## config.mk

```make
export PLATFORM = sky130hd
export DESIGN_NAME = fetch_ctrl
export DESIGN_NICKNAME = d
export VERILOG_FILES = /design/src/rtl/fetch_ctrl.sv
export SDC_FILE = /design/constraint.sdc
export NUM_CORES = 1
export LEC_CHECK = 0
export ABC_CLOCK_PERIOD_IN_PS = 10000
export CORE_AREA = 10 10 87 89
export DETAILED_ROUTE_END_ITERATION = 10
export DIE_AREA = 0 0 97 99
export PLACE_DENSITY = 0.78
export RECOVER_POWER = 50
export SLEW_MARGIN = 20
export SYNTH_ARGS = -nofsm -noshare
export SYNTH_HDL_FRONTEND = slang
export SYNTH_SLANG_ARGS = --single-unit
```

## constraint.sdc

```tcl
create_clock -name clk -period 10 [get_ports clk]
set_clock_uncertainty 0.05 [all_clocks]
set_input_delay 1.5 -clock clk [delete_from_list [all_inputs] [get_ports clk]]
set_output_delay 1.5 -clock clk [all_outputs]
set_load 0.01 [all_outputs]
```

## src/rtl/fetch_ctrl.sv

```systemverilog
// Instruction-fetch sequencer for a one-cycle registered instruction RAM: boot wait,
// valid/ready streaming, branch redirect, skid buffer with address replay. Option: FETCH_CTRL_PERF_EN.
module fetch_ctrl #(
  parameter int                    DATA_WIDTH  = 32,
  parameter int                    ADDR_WIDTH  = 6,
  parameter logic [ADDR_WIDTH-1:0] RESET_PC    = '0,
  parameter int                    BOOT_CYCLES = 2
) (
  input  logic                  clk,
  input  logic                  rst_n,
  output logic [ADDR_WIDTH-1:0] mem_pc,
  input  logic [DATA_WIDTH-1:0] mem_q,
  output logic [DATA_WIDTH-1:0] inst,
  output logic [ADDR_WIDTH-1:0] inst_pc,
  output logic                  inst_valid,
  input  logic                  inst_ready,
  input  logic                  halt,
`ifdef FETCH_CTRL_PERF_EN
  output logic [31:0]           fetch_count,
  output logic [31:0]           stall_count,
`endif
  input  logic                  branch_taken,
  input  logic [ADDR_WIDTH-1:0] branch_target
);

  localparam int              CNT_W     = $clog2(BOOT_CYCLES + 1);
  localparam logic [CNT_W-1:0] BOOT_LAST = CNT_W'(BOOT_CYCLES - 1);

  typedef enum logic {ST_BOOT, ST_RUN} state_t;

  state_t                  r_state;
  logic [CNT_W-1:0]        r_boot_cnt;
  logic [ADDR_WIDTH-1:0]   r_pc;
  logic                    r_req_valid;
  logic [ADDR_WIDTH-1:0]   r_req_pc;
  logic                    r_skid_valid;
  logic [DATA_WIDTH-1:0]   r_skid_data;
  logic [ADDR_WIDTH-1:0]   r_skid_pc;

  logic w_inst_valid;
  logic w_accept;
  logic w_held;
  logic w_issue;
  logic w_skid_load;
  logic w_skid_drain;

  // Outputs are forced to their reset values while rst_n is low, even before the first edge.
  assign w_inst_valid = rst_n & (r_skid_valid | r_req_valid) & ~branch_taken;
  assign w_accept     = w_inst_valid & inst_ready;
  assign w_held       = r_req_valid & r_skid_valid & ~w_accept & ~branch_taken;
  assign w_issue      = (r_state == ST_RUN) & ~halt;
  assign w_skid_load  = r_req_valid & ((~r_skid_valid & ~w_accept) | (r_skid_valid & w_accept));
  assign w_skid_drain = r_skid_valid & w_accept;

  assign inst_valid = w_inst_valid;
  assign inst       = r_skid_valid ? r_skid_data : mem_q;
  assign inst_pc    = !rst_n ? RESET_PC : (r_skid_valid ? r_skid_pc : r_req_pc);
  // While held, re-read the in-flight address so the word is still on mem_q next cycle.
  assign mem_pc     = !rst_n ? RESET_PC : (w_held ? r_req_pc : r_pc);

  always_ff @(posedge clk) begin
    if (!rst_n) begin
      r_state      <= ST_BOOT;
      r_boot_cnt   <= '0;
      r_pc         <= RESET_PC;
      r_req_pc     <= RESET_PC;
      r_req_valid  <= 1'b0;
      r_skid_valid <= 1'b0;
    end else begin
      if (r_state == ST_BOOT) begin
        if (r_boot_cnt == BOOT_LAST) begin
          r_state <= ST_RUN;
        end else begin
          r_boot_cnt <= r_boot_cnt + CNT_W'(1);
        end
      end
      if (branch_taken) begin
        r_pc         <= branch_target;
        r_req_valid  <= 1'b0;
        r_skid_valid <= 1'b0;
      end else begin
        if (w_held) begin
          r_req_valid <= 1'b1;
        end else if (w_issue) begin
          r_req_valid <= 1'b1;
          r_req_pc    <= r_pc;
          r_pc        <= r_pc + ADDR_WIDTH'(1);
        end else begin
          r_req_valid <= 1'b0;
        end
        if (w_skid_load) begin
          r_skid_valid <= 1'b1;
        end else if (w_skid_drain) begin
          r_skid_valid <= 1'b0;
        end
      end
    end
  end

  // Skid payload carries no reset; r_skid_valid qualifies it.
  always_ff @(posedge clk) begin
    if (!branch_taken && w_skid_load) begin
      r_skid_data <= mem_q;
      r_skid_pc   <= r_req_pc;
    end
  end

`ifdef FETCH_CTRL_PERF_EN
  logic [31:0] r_fetch_cnt;
  logic [31:0] r_stall_cnt;

  always_ff @(posedge clk) begin
    if (!rst_n) begin
      r_fetch_cnt <= '0;
      r_stall_cnt <= '0;
    end else begin
      if (w_accept) r_fetch_cnt <= r_fetch_cnt + 32'd1;
      if (w_inst_valid && !inst_ready) r_stall_cnt <= r_stall_cnt + 32'd1;
    end
  end

  assign fetch_count = r_fetch_cnt;
  assign stall_count = r_stall_cnt;
`endif

endmodule

```

== Word level (Yosys, flattened, before mapping) ==
Index checks and enable logic that the tools add are counted.
Operators by class
  reduce and logical (&&, ||, !) cells: 8
  add/sub/neg operators: 2
  equal/unequal tests: 2
  bitwise logic cells: 20
  mux-type cells: 14
Operators with widths (count)
  $mux W6: 7
  $mux W32: 1
  $and A1 B1 Y1: 10
  $not A1 Y1: 8
  $add A6 B1 Y6 const B: 1
  $mux W1: 6
  $reduce_and A2 Y1: 2
  $reduce_bool A2 Y1: 2
  $reduce_and A3 Y1: 1
  $add A2 B1 Y2 const B: 1
  $eq A2 B1 Y1 const B: 1
  $ne A2 B2 Y1 const B: 1
  $or A1 B1 Y1: 2
  $reduce_or A2 Y1: 1
  $logic_and A1 B1 Y1: 1
  $logic_not A1 Y1: 1
Word-level totals
  register bits: 55
  output and inout bits: 45
  bits of input ports: 43

== Logic depth before layout (Yosys ltp) ==
Gate-level depths: netlist (run 1).
  depth after elaboration: 9
  gate-level depth with buffers: 8

== Worst setup path before layout (run 1) ==
Ideal clock, no wire load.
  path kind: input to register
  from: input rst_n
  to: register r_skid_data[0] (enable)
  data arrival time: 4082 ps
  cell stages on the path: 7
  path slack: 5435 ps
  library setup time: 433 ps
  path buffers: 1
  path through: clkbuf_2 -> nand2_1 -> nor2_1 -> and2_2 -> ha_1 -> nand2b_1 -> nor2_1
On the way
  cells in the longest elaborated chain, start to end: 8
  elaborated cells on any way between the ends: 9
  classes of those cells: bitwise: 8; reduce/logical: 1
Ends and longest elaborated chain
  from (decl): RTL line 10  | input logic rst_n,
  $and A1 B1 Y1 * (2 in series): RTL line 48  | assign w_inst_valid = rst_n & (r_skid_valid | r_req_valid) & ~branch_taken;
  named net inst_valid: RTL line 15  | output logic inst_valid,
  $and A1 B1 Y1 *: RTL line 49  | assign w_accept = w_inst_valid & inst_ready;
  $not A1 Y1: RTL line 52  | assign w_skid_load = r_req_valid & ((~r_skid_valid & ~w_accept) | (r_skid_valid & w_accept));
  $and A1 B1 Y1: RTL line 52
  $or A1 B1 Y1 *: RTL line 52
  $and A1 B1 Y1 *: RTL line 52
  $logic_and A1 B1 Y1 *: RTL line 102  | if (!branch_taken && w_skid_load) begin
  to (signal assigned): RTL line 103  | r_skid_data <= mem_q;
  to (decl): RTL line 37  | logic [DATA_WIDTH-1:0] r_skid_data;
Mark *: on every way through the listed nets, which the timed path passes. The rest lies on a longest branch.
A chain may end at the register's enable or synchronous reset.

== Final worst setup path (run 1) ==
  from: input rst_n
  to: output mem_pc[0]
On the way
  cells in the longest elaborated chain, start to end: 8
Ends and longest elaborated chain
  $and A1 B1 Y1 (2 in series): RTL line 48
  $and A1 B1 Y1: RTL line 49
  $not A1 Y1: RTL line 50  | assign w_held = r_req_valid & r_skid_valid & ~w_accept & ~branch_taken;
  $and A1 B1 Y1 (2 in series): RTL line 50
  $mux W6: RTL line 59  | assign mem_pc = !rst_n ? RESET_PC : (w_held ? r_req_pc : r_pc);
  $mux W6 *: RTL line 59
  to (decl): RTL line 11  | output logic [ADDR_WIDTH-1:0] mem_pc,
Mark *: on every way between the ends. The rest lies on a longest branch, timed or not.

==> flow_metrics.tcl, run 1 <==
set metrics [dict create \
    root_buffer "clkbuf_8" \
    synthDominantCellAreaShare_pct 44.4 \
    numClockSinks 55 \
    cts_hold_buf 0 \
    min_period_ns 6.16 \
    insertion_delay_ns 0.30 \
    cts_made_buffers 5 \
    clk_pin_slew_ns 0.09 \
    die_w_um 97 \
    antenna_found_initial 0 \
    cp.required_ns 8.45 \
    ant_nets 0 \
    clockBufferDepth 2 \
    avgViaCountPerCell 5.14 \
    slew_violations 0 \
    synth.top_cells.by_count "38 x edfxtp_1, 32 x mux2_2, 19 x mux2i_1, 19 x nor2b_1, 17 x dfxtp_1" \
    start_util_pct 43.9 \
    synth.largest_area_cell "edfxtp_1" \
    numPortBuffers 87 \
    syn-cell-area_sq_mm 0.00257 \
    yosys-top-cells-area "edfxtp_1 44%, mux2_2 14%, dfxtp_1 13%" \
    crit_type "input port to primary output" \
    drc 0 \
    tightest_slew_ns 1.38 \
    drt-initial-drc-count 94 \
    setup_violations 0 \
    final_area_sq_mm 0.00358 \
    fin_crit_sh_pct 61.6 \
    start_kind "input port" \
    grt_pass1_vias 1759 \
    synth-seq-cells 55 \
    synth.net_count 233 \
    h-tree-depth 2 \
    peakVddDrop_mv 0.0943 \
    hp-class "flop to flop" \
    vias 1788 \
    grt.total_usage_pct 12.0 \
    grt_first_pass_wirelength_mm 9.63 \
    yosysSeqAreaShare_pct 57.6 \
    fmax_mhz 162 \
    async_reset_ff_share_pct 0 \
    dieArea_sq_mm 0.00960 \
    core_sq_mm 0.00585 \
    boundaryPins 88 \
    yosysUniqueCellTypes 35 \
    synth_edf_count 38 \
    grt_max_degree 47 \
    rsz0062_at_grt "no" \
    ctsResizeCount 0 \
    dp_hpwl_mm 4.34 \
    setup_tns_ns 0 \
    slew_headroom_pct 7.48 \
    synth_cells 187 \
    avgSynthCellArea_sq_um 13.7 \
    cap_violations 0 \
    critPathCaptureType "primary output" \
    yosys.cell_count.top_type "edfxtp_1" \
    yosys_warnings 0 \
    place_area_sq_mm 0.00348 \
    area_growth_pct 39.3 \
    hold_violations 0 \
    power.density_mw_per_mm2 136 \
    rows 28 \
    critPathMaxFanout 29 \
    wl_mm 5.96 \
    power.leakage_nw 1.17 \
    crit_arrival_ns 4.61 \
    avgRoutedWirePerCell_um 17.1 \
    final_nets 318 \
    die_height_um 99 \
    place_congestion 0.752 \
    n_antenna_cell 0 \
    post_cts_buffers 0 \
    cts_tree "yes" \
    globalRouteOverflowTotal 0 \
    synth-main-ff-cell "edfxtp_1" \
    drive_above_1_share_pct 15.8 \
    outcome "finished clean" \
    dr.pass1.iters 4 \
]
cell usage in the layout (no fill, tap or decap), types with 2 or more instances in the layout:
cell / count
nand3_1: 2
dfxtp_1: 16
o21ai_0: 6
nor2_1: 5
mux2i_1: 19
a31oi_1: 2
a311oi_1: 3
xnor2_1: 3
edfxtp_1: 38
ha_1: 3
nand2_1: 5
mux2_2: 32
dlygate4sd3_1: 34
nand2b_1: 3
clkdlybuf4s50_1: 53
inv_1: 2
clkbuf_8: 5
a21oi_1: 5
nor2b_1: 19
worst paths after layout:
check | start | endpoint | slack, ns | cells past startpoint
max reg2reg | r_skid_valid | r_skid_pc[1] | 6.90 | 7
max | rst_n | mem_pc[0] | 3.84 | 6
min | r_req_pc[0] | r_skid_pc[0] | 0.45 | 0
min reg2reg | r_req_pc[0] | r_skid_pc[0] | 0.45 | 0
kinds of logic (layout without fill, tap and decap cells):
kind of cell	after synthesis	after routing	synth area share, %
compound gates	20	20	5.65
mux	51	51	21.4
fa+ha+maj	3	3	1.46
buf+inv	12	98	2.73
xor+xnor	4	4	1.36
simple gates	42	42	9.74
flops	55	55	57.6
power breakdown:
group          total [mW]  internal (mW)  switching (mW)
registers           0.261          0.252         0.00868
clock network       0.144         0.0748          0.0695
logic              0.0824         0.0489          0.0335
area by class of cell:
type	count	area [sq um]
clock buffers	6	72.6
clock inverters	2	37.5
fillers	494	2270
inverters	2	7.51
multi-input cells	120	993
flip-flops and latches	55	1490
well taps	75	93.8
repair buffers	88	891
worst max-delay path: stages:
cell and delay (ns):
dlygate4sd3_1 0.83, nand2_1 0.26, nor3b_1 1.12, mux2i_1 0.18, nor2b_1 0.15, clkdlybuf4s50_1 0.57
sequential cells by signal, indices dropped and copies added (netlist names):
signal        cells
r_skid_data      32
r_req_valid       1
r_state           1
r_pc              6
r_skid_valid      1
r_boot_cnt        2
r_req_pc          6
r_skid_pc         6
routing by layer:
metal	vias up	global-route usage (%)	wire length (um)
li1	860	-	-
met1	858	16.7	2890
met2	64	17.3	2680
met3	6	3.98	336
met4	0	2.72	46
met5	-	0	0
per-stage QoR:
stage	util [%]	hold slack (ns)	setup slack (ns)	instances	total power, mW
final	61.2	0.451	3.84	348	0.488
after global placement	59.5	0.419	4.26	339	0.351
after detailed placement	59.5	0.430	4.26	339	0.353
after floorplan	-	0.400	5.43	187	0.308
after CTS	61.4	0.452	4.23	347	0.499
after global routing	61.2	0.469	3.54	348	0.515
No activity file was read; power rests on OpenSTA's default activity.
==> run 2, diff against run 1 <==
--- a/config.mk
+++ b/config.mk
@@ -5,11 +5,11 @@
 export SDC_FILE = /design/constraint.sdc
 export NUM_CORES = 1
 export LEC_CHECK = 0
-export ABC_CLOCK_PERIOD_IN_PS = 10000
-export CORE_AREA = 10 10 87 89
+export ABC_CLOCK_PERIOD_IN_PS = 5580
+export CORE_AREA = 10 10 91 93
 export DETAILED_ROUTE_END_ITERATION = 10
-export DIE_AREA = 0 0 97 99
-export PLACE_DENSITY = 0.78
+export DIE_AREA = 0 0 101 103
+export PLACE_DENSITY = 0.74
 export RECOVER_POWER = 50
 export SLEW_MARGIN = 20
 export SYNTH_ARGS = -nofsm -noshare
==> constraint.sdc (replaced) <==
create_clock -name clk -period 5.58 [get_ports clk]
set_clock_uncertainty 0.05 [all_clocks]
set_input_delay 0.837 -clock clk [delete_from_list [all_inputs] [get_ports clk]]
set_output_delay 0.837 -clock clk [all_outputs]
set_load 0.01 [all_outputs]
==> flow_metrics.tcl, run 2 (synthesis gave the netlist of run 1 again) <==
set metrics [dict create \
    fmax_mhz 223 \
    final_nets 320 \
    cts_hold_buf 0 \
    slew_headroom_pct 6.59 \
    start_util_pct 39.1 \
    place_area_sq_mm 0.00350 \
    num-fill-cells 579 \
    grt_first_pass_wirelength_mm 9.13 \
    boundaryPins 88 \
    final_cells 355 \
    critPathMaxFanout 29 \
    min_period_ns 4.49 \
    n_antenna_cell 0 \
    slew_violations 0 \
    drt-initial-drc-count 48 \
    setup_violations 0 \
    r2r-start "r_skid_valid" \
    dp_hpwl_mm 4.34 \
    area_growth_pct 40.6 \
    h-tree-depth 2 \
    avgRoutedWirePerCell_um 16.5 \
    hold_start "r_req_pc[3]" \
    reg2reg_slack_ns 2.83 \
    numClockSinks 55 \
    hold_violations 0 \
    drc 0 \
    post_cts_buffers 0 \
    clk_pin_slew_ns 0.10 \
    numPortBuffers 87 \
    fin_crit_sh_pct 80.4 \
    start_kind "input port" \
    hold_path_end "r_skid_pc[3]" \
    root_buffer "clkbuf_8" \
    tightest_slew_ns 1.39 \
    final_cell_mix "47 x dlygate4sd3_1, 40 x clkdlybuf4s50_1, 38 x edfxtp_1" \
    crit_type "input port to primary output" \
    cp.required_ns 4.69 \
    final_area_sq_mm 0.00361 \
    setup_tns_ns 0 \
    wl_mm 5.86 \
    power_uw 870 \
    rsz0062_at_grt "no" \
    crit_arrival_ns 3.60 \
    top_register "r_skid_data" \
    worstHoldPathCells 0 \
    outcome "finished clean" \
    globalRouteOverflowTotal 0 \
    clockBufferDepth 2 \
    dr.pass1.iters 4 \
    multiInputGateArea_sq_mm 0.00101 \
    regArea_sq_mm 0.00148 \
    ctsResizeCount 0 \
    largest_register_ff_count 32 \
    grt_max_degree 46 \
    critPathCaptureType "primary output" \
    power.leakage_nw 1.19 \
    rr_worst_depth 8 \
    power.density_mw_per_mm2 241 \
    cts_tree "yes" \
    place_congestion 0.775 \
    rows 30 \
    cap_violations 0 \
    hp-class "flop to flop" \
    final_common_cell "dlygate4sd3_1" \
    cts_made_buffers 5 \
    antenna_found_initial 0 \
    vias 1744 \
    die_w_um 101 \
    dieArea_sq_mm 0.0104 \
    startpoint "rst_n" \
    die_height_um 103 \
    grt.total_usage_pct 10.9 \
    peakVddDrop_mv 0.156 \
    place_inst 346 \
    core_sq_mm 0.00657 \
    grt_pass1_vias 1765 \
    ant_nets 0 \
    avgViaCountPerCell 4.91 \
    insertion_delay_ns 0.30 \
    reg2reg_to "r_skid_data[18]" \
    drive_above_1_share_pct 16.7 \
]
==> run 2: metrics by stage <==
step / setup slack [ns] / hold slack (ns) / utilization [%]
finish: 1.09 / 0.456 / 55.0
floorplan: 1.68 / 0.400 / -
detailed placement: 1.54 / 0.435 / 53.3
CTS: 1.57 / 0.458 / 55.0
global route: 0.844 / 0.477 / 55.0
global placement: 1.60 / 0.426 / 53.3
==> run 2: critical path, stage by stage <==
cell,delay [ns]
dlygate4sd3_1,0.53
clkbuf_1,0.41
nand2_1,0.29
nor3b_2,0.64
mux2i_1,0.18
nor2b_1,0.15
clkdlybuf4s50_1,0.56
==> run 2: routing by layer <==
metal | GRT usage (%) | share of wire [%] | vias up
li1 | - | - | 867
met1 | 12.2 | 41 | 825
met2 | 19.1 | 50 | 48
met3 | 4.22 | 7.9 | 4
met4 | 2.57 | 0.53 | 0
met5 | 0 | 0 | -
==> run 2: final cells by class <==
cell class,count,area share (%)
Tap cell,80,2.77
Clock buffer,5,1.90
Multi-Input combinational cell,120,27.8
Clock inverter,3,1.07
Inverter,2,0.208
Sequential cell,55,41.0
Timing Repair Buffer,90,25.2
==> run 2: how the worst max path moves through the flow <==
stage                          end  slack (ns)  cells past startpoint
global route             mem_pc[1]        0.84                      7
finish                   mem_pc[1]        1.09                      7
global placement         mem_pc[0]        1.60                      7
floorplan           r_skid_data[0]        1.68                      7
detailed placement  r_skid_data[1]        1.54                      8
CTS                      mem_pc[1]        1.57                      7
==> run 2: where the power goes <==
| part | switching (mW) | total (mW) | internal [mW] |
|---|---|---|---|
| clock network | 0.125 | 0.257 | 0.132 |
| registers | 0.0138 | 0.467 | 0.453 |
| logic | 0.0603 | 0.146 | 0.0861 |
| total | 0.199 | 0.870 | 0.671 |
